[config.mk]
export PLATFORM = sky130hd
export DESIGN_NAME = multicycle_ctrl
export DESIGN_NICKNAME = d
export VERILOG_FILES = /design/src/rtl/multicycle_ctrl.sv
export SDC_FILE = /design/constraint.sdc
export NUM_CORES = 1
export LEC_CHECK = 0
export CORE_UTILIZATION = 40
export DETAILED_ROUTE_END_ITERATION = 6
export MAX_ROUTING_LAYER = met4
export PLACE_DENSITY = 0.8
export SLEW_MARGIN = 30
export SYNTH_ARGS = -nofsm -noshare
export SYNTH_HDL_FRONTEND = slang
export SYNTH_SLANG_ARGS = --single-unit
[constraint.sdc]
create_clock -name clk -period 2.2 [get_ports clk]
set_input_delay 0.22 -clock clk [delete_from_list [all_inputs] [get_ports clk]]
set_output_delay 0.22 -clock clk [all_outputs]
set_load 0.05 [all_outputs]
[src/rtl/multicycle_ctrl.sv]
// Multicycle control FSM for an RV32I-subset CPU: sequences fetch/decode/exec/mem/writeback,
// drives the ALU operand/op selects and datapath strobes, and traps on illegal opcodes or memory timeouts.
//
// state  | meaning
// FETCH  | read instruction at PC, load IR on mem_ready
// DECODE | classify held IR, trap if illegal
// EXEC   | ALU operation; branches/jumps retire here
// MEM    | LW/SW data access at ALU result address
// WB     | register file write, PC <= PC+4
// TRAP   | halted until reset
module multicycle_ctrl #(
   parameter int MEM_TIMEOUT = 16,
   parameter int TMO_W       = 5
) (
   input  logic        clk,
   input  logic        rst_n,
   input  logic [31:0] instr,
   input  logic        alu_zero,
   input  logic        mem_ready,
   output logic        ALUSrc1,
   output logic        ALUSrc2,
   output logic [2:0]  AluOp,
   output logic [2:0]  imm_sel,
   output logic        mem_read,
   output logic        mem_write,
   output logic        iord,
   output logic        ir_write,
   output logic        reg_write,
   output logic [1:0]  wb_sel,
   output logic        pc_write,
   output logic [1:0]  pc_src,
   output logic        halted,
   output logic [1:0]  trap_cause
);

   typedef enum logic [2:0] {
      S_FETCH  = 3'd0,
      S_DECODE = 3'd1,
      S_EXEC   = 3'd2,
      S_MEM    = 3'd3,
      S_WB     = 3'd4,
      S_TRAP   = 3'd5
   } state_t;

   localparam logic [TMO_W-1:0] TMO_LAST = TMO_W'(MEM_TIMEOUT - 1);

   state_t           state_q, state_d;
   logic [1:0]       cause_q, cause_d;
   logic [TMO_W-1:0] cnt_q, cnt_d;

   logic [6:0] opcode;
   logic [2:0] f3;
   logic [6:0] f7;
   logic is_r, is_i, is_lw, is_sw, is_br, is_jal, is_jalr, is_lui, is_auipc, legal;
   logic [2:0] alu_fn;
   logic mem_read_c, mem_write_c, ir_write_c, reg_write_c, pc_write_c;
   logic unused_instr_bits;

   assign opcode = instr[6:0];
   assign f3     = instr[14:12];
   assign f7     = instr[31:25];
   assign unused_instr_bits = &{1'b0, instr[24:15], instr[11:7]};

   always_comb begin
      is_r     = (opcode == 7'b0110011) &&
                 (((f7 == 7'h00) && (f3 != 3'b010) && (f3 != 3'b011)) ||
                  ((f7 == 7'h20) && ((f3 == 3'b000) || (f3 == 3'b101))));
      is_i     = (opcode == 7'b0010011) &&
                 ((f3 == 3'b000) || (f3 == 3'b100) || (f3 == 3'b110) || (f3 == 3'b111) ||
                  ((f3 == 3'b001) && (f7 == 7'h00)) ||
                  ((f3 == 3'b101) && ((f7 == 7'h00) || (f7 == 7'h20))));
      is_lw    = (opcode == 7'b0000011) && (f3 == 3'b010);
      is_sw    = (opcode == 7'b0100011) && (f3 == 3'b010);
      is_br    = (opcode == 7'b1100011) && ((f3 == 3'b000) || (f3 == 3'b001));
      is_jal   = (opcode == 7'b1101111);
      is_jalr  = (opcode == 7'b1100111) && (f3 == 3'b000);
      is_lui   = (opcode == 7'b0110111);
      is_auipc = (opcode == 7'b0010111);
      legal    = is_r | is_i | is_lw | is_sw | is_br | is_jal | is_jalr | is_lui | is_auipc;
   end

   // funct7[5] selects SUB only for R-type; for ADDI it is an immediate bit.
   always_comb begin
      alu_fn = 3'b000;
      case (f3)
         3'b000:  alu_fn = (is_r && f7[5]) ? 3'b001 : 3'b000;
         3'b100:  alu_fn = 3'b010;
         3'b110:  alu_fn = 3'b011;
         3'b111:  alu_fn = 3'b100;
         3'b001:  alu_fn = 3'b101;
         3'b101:  alu_fn = f7[5] ? 3'b111 : 3'b110;
         default: alu_fn = 3'b000;
      endcase
   end

   always_ff @(posedge clk or negedge rst_n) begin
      if (!rst_n) begin
         state_q <= S_FETCH;
         cause_q <= 2'b00;
         cnt_q   <= '0;
      end else begin
         state_q <= state_d;
         cause_q <= cause_d;
         cnt_q   <= cnt_d;
      end
   end

   always_comb begin
      state_d     = state_q;
      cause_d     = cause_q;
      cnt_d       = cnt_q + TMO_W'(1);
      ALUSrc1     = 1'b0;
      ALUSrc2     = 1'b0;
      AluOp       = 3'b000;
      imm_sel     = 3'd0;
      iord        = 1'b0;
      wb_sel      = 2'b00;
      pc_src      = 2'b00;
      mem_read_c  = 1'b0;
      mem_write_c = 1'b0;
      ir_write_c  = 1'b0;
      reg_write_c = 1'b0;
      pc_write_c  = 1'b0;
      case (state_q)
         S_FETCH: begin
            mem_read_c = 1'b1;
            if (mem_ready) begin
               ir_write_c = 1'b1;
               state_d    = S_DECODE;
            end else if (cnt_q == TMO_LAST) begin
               state_d = S_TRAP;
               cause_d = 2'b10;
            end
         end
         S_DECODE: begin
            if (legal) begin
               state_d = S_EXEC;
            end else begin
               state_d = S_TRAP;
               cause_d = 2'b01;
            end
         end
         S_EXEC: begin
            state_d = S_FETCH;
            if (is_r || is_i) begin
               ALUSrc2 = is_i;
               AluOp   = alu_fn;
               state_d = S_WB;
            end else if (is_lw || is_sw) begin
               ALUSrc2 = 1'b1;
               imm_sel = is_sw ? 3'd1 : 3'd0;
               state_d = S_MEM;
            end else if (is_br) begin
               AluOp      = 3'b001;
               imm_sel    = 3'd2;
               pc_write_c = 1'b1;
               pc_src     = ((!f3[0] && alu_zero) || (f3[0] && !alu_zero)) ? 2'b01 : 2'b00;
            end else if (is_jal) begin
               imm_sel     = 3'd4;
               reg_write_c = 1'b1;
               wb_sel      = 2'b10;
               pc_write_c  = 1'b1;
               pc_src      = 2'b01;
            end else if (is_jalr) begin
               ALUSrc2     = 1'b1;
               reg_write_c = 1'b1;
               wb_sel      = 2'b10;
               pc_write_c  = 1'b1;
               pc_src      = 2'b10;
            end else if (is_lui) begin
               imm_sel = 3'd3;
               wb_sel  = 2'b11;
               state_d = S_WB;
            end else if (is_auipc) begin
               ALUSrc1 = 1'b1;
               ALUSrc2 = 1'b1;
               imm_sel = 3'd3;
               state_d = S_WB;
            end
         end
         S_MEM: begin
            iord        = 1'b1;
            mem_read_c  = is_lw;
            mem_write_c = is_sw;
            if (mem_ready) begin
               if (is_sw) begin
                  pc_write_c = 1'b1;
                  state_d    = S_FETCH;
               end else begin
                  state_d = S_WB;
               end
            end else if (cnt_q == TMO_LAST) begin
               state_d = S_TRAP;
               cause_d = 2'b10;
            end
         end
         S_WB: begin
            reg_write_c = 1'b1;
            wb_sel      = is_lw ? 2'b01 : (is_lui ? 2'b11 : 2'b00);
            imm_sel     = is_lui ? 3'd3 : 3'd0;
            pc_write_c  = 1'b1;
            state_d     = S_FETCH;
         end
         S_TRAP: begin
            state_d = S_TRAP;
         end
         default: begin
            state_d = S_FETCH;
         end
      endcase
      if (state_d != state_q) cnt_d = '0;
   end

   // Strobes are forced low for the whole reset assertion, not just from the next edge.
   assign mem_read   = mem_read_c  & rst_n;
   assign mem_write  = mem_write_c & rst_n;
   assign ir_write   = ir_write_c  & rst_n;
   assign reg_write  = reg_write_c & rst_n;
   assign pc_write   = pc_write_c  & rst_n;
   assign halted     = (state_q == S_TRAP);
   assign trap_cause = cause_q;

endmodule

==> results.json, run 1 <==
{
  "outcome": "completed",
  "final.min_clock_period_ns": 2.18,
  "dp_slack_ns": -0.410,
  "yosysTopAreaCell": "dfrtp_1",
  "yosys-top-cells-area": "dfrtp_1 23%, nor2_1 8.4%, nand2_1 4.1%",
  "post-route-period-util": 0.991,
  "crit_arrival_ns": 1.96,
  "dr.pass1.iters": 4,
  "syn_nets": 188,
  "coreArea_mm2": 0.00254,
  "vias": 1457,
  "stdcell_count": 252,
  "slew_viol_final": 0,
  "setup-violations-final": 0,
  "drc": 0,
  "rsz0062_at_grt": "true",
  "cts_sinks": 10,
  "io_buffer_count": 41,
  "synth_seq_cells": 10,
  "fin_skew_ns": 0.00682,
  "async_flop_share": 1.00,
  "synth_cell_types": 49,
  "num_io_pins": 57,
  "netlist_instances": 150,
  "finalHoldWorstSlack_ns": 0.255,
  "clockBufferDepth": 2,
  "area_growth_syn_to_layout_pct": 79.5,
  "place_inst": 243,
  "worstSetupStartpointType": "input port",
  "layout-drive-gt1-share": 0.423,
  "drv_cap": 0,
  "place_area_mm2": 0.00187,
  "worst-slew-pin-transition_ns": 0.497,
  "yosysMostFrequentCell": "nor2_1",
  "grt_max_degree": 15,
  "cp_max_fo": 3,
  "wl_met2_um": 2020,
  "power.density_mw_per_mm2": 329,
  "rows": 18,
  "synth.avg_cell_area_um2": 7.41,
  "p_leak_nw": 0.851,
  "grt_pass1_wl_um": 6330,
  "cts_tree": "built",
  "end_kind": "output pin",
  "slew_headroom": 0.668,
  "fp.dieArea_mm2": 0.00299,
  "place_congestion": 0.843,
  "first_global_vias": 1402,
  "hold_violations": 0,
  "ys_warn_count": 0,
  "drt_iter0_markers": 52,
  "routed_via_density": 5.78,
  "antenna_found_initial": 0,
  "clk_latency_ns": 0.27,
  "yosysTopAreaCellShare": 0.225,
  "ant_nets": 0,
  "die_w_um": 54.7,
  "stdcell_area_mm2": 0.00199,
  "synthesis.area_mm2": 0.00111,
  "synth-edff-count": 0,
  "met1_length_um": 1730,
  "final_nets": 261,
  "cts_root_buf": "clkbuf_4",
  "cts_htree_levels": 1,
  "synth_ff_type": "dfrtp_1",
  "fmax_ghz": 0.459,
  "avgRoutedWirePerCell_um": 16.2,
  "wirelength_um": 4080,
  "critPathKind": "in2out",
  "hpwl_um": 3120,
  "met3_length_um": 216,
  "synth_common_cells": "25 x nor2_1, 12 x nand2_1, 10 x dfrtp_1",
  "ir_worst_vdd_uv": 630,
  "routed.top_layer": "met4",
  "start_util": 0.437,
  "gr-total-overflow": 0,
  "antenna_cells": 0,
  "yosysSeqAreaShare": 0.225,
  "worst_ep_required_time_ns": 1.98,
  "numCtsBuffers": 3,
  "fp.dieH_um": 54.7,
  "ctsHoldBuffers": 0,
  "clkTransAtPathRegs_ns": 0.07,
  "grtUsageTotal": 0.305,
  "hold_path.class": "in2async",
  "layout_setup_ws_ns": 0.0191
}
[worst max-delay path, stage by stage]
cell	delay [ns]
buf_6	0.09
nand4bb_4	0.22
or4_4	0.49
a31o_4	0.23
and2_4	0.16
a2111oi_4	0.31
clkbuf_16	0.23
[placed cells by master (no fill, tap or decap), types with 3 or more instances in the layout]
cell type / n
nand2b_1: 3
buf_2: 3
o21ai_0: 3
buf_6: 5
buf_4: 40
dfrtp_1: 10
o22ai_1: 4
a21oi_1: 8
or3_1: 3
nor2_2: 4
nand2_1: 11
nand3_1: 8
dlygate4sd2_1: 4
clkdlybuf4s15_1: 3
xor2_1: 4
buf_12: 10
nor2_1: 21
clkdlybuf4s50_1: 5
a31oi_1: 3
inv_1: 8
and3_1: 4
clkbuf_4: 3
clkbuf_2: 4
[registers in the layout, summed over array words and instances, names as in the netlist]
| signal | count |
|---|---|
| cnt_q | 5 |
| state_q | 3 |
| trap_cause | 2 |
[repair_timing]
| action | 4_1_cts | 5_1_grt |
|---|---|---|
| pin swaps | 13 | 9 |
| endpoints found under the setup margin | 16 | 9 |
| buffers inserted | 3 | 2 |
| gates resized for setup | 51 | 14 |
[kinds of logic (layout without fill, tap and decap cells)]
family          Yosys count  count (layout)  share of synthesized area
simple gates             81              81                      0.408
compound gates           36              36                      0.247
buf+inv                  16              88                     0.0586
flops                    10              10                      0.225
xor+xnor                  5               5                     0.0394
fa+ha+maj                 2               2                     0.0225
[final timing paths]
check,from,end,slack [ns],depth (start not counted)
min in group clk,cnt_q[0]$_DFF_PN0_,cnt_q[0]$_DFF_PN0_,0.46,1
min,rst_n,cnt_q[0]$_DFF_PN0_,0.25,1
max in group asynchronous,rst_n,cnt_q[3]$_DFF_PN0_,1.50,2
max,instr[2],AluOp[1],0.02,7
min reg2reg,cnt_q[0]$_DFF_PN0_,cnt_q[0]$_DFF_PN0_,0.46,1
max reg2reg,cnt_q[0]$_DFF_PN0_,cnt_q[1]$_DFF_PN0_,0.29,7
[stage by stage]
| stage | utilization | power, mW | setup TNS (ns) |
|---|---|---|---|
| final | 0.784 | 0.656 | 0 |
| after global routing | 0.784 | 0.707 | -0.0285 |
| after CTS | 0.773 | 0.662 | 0 |
| after detailed placement | 0.736 | 0.484 | -5.61 |
| after global placement | 0.736 | 0.467 | -4.02 |
| after floorplan | - | 0.378 | -0.0179 |
[power breakdown]
part / total (mW) / internal, mW / leakage, nW / switching [mW]
sequential: 0.256 / 0.230 / 0.113 / 0.0262
clock: 0.170 / 0.101 / 0.0210 / 0.0690
combinational: 0.231 / 0.117 / 0.717 / 0.113
[cell type report]
type	count	area (µm²)
multi-input combinational	124	897
timing repair buffer	76	743
fill	180	551
sequential	10	250
tap	30	37.5
clock buffer	4	36.3
inverter	8	30.0
[routing by layer]
metal,up-vias,track usage
met5,-,-
met4,0,0.145
met3,12,0.0306
met2,76,0.498
met1,676,0.372
li1,693,-
No activity file was read; power rests on OpenSTA's default activity.
==> run 2: changes to the inputs <==
SLEW_MARGIN = not set   (was 30)
==> results of run 2 <==
Same layout as run 1: the final DEF is identical, and so are final timing and power.
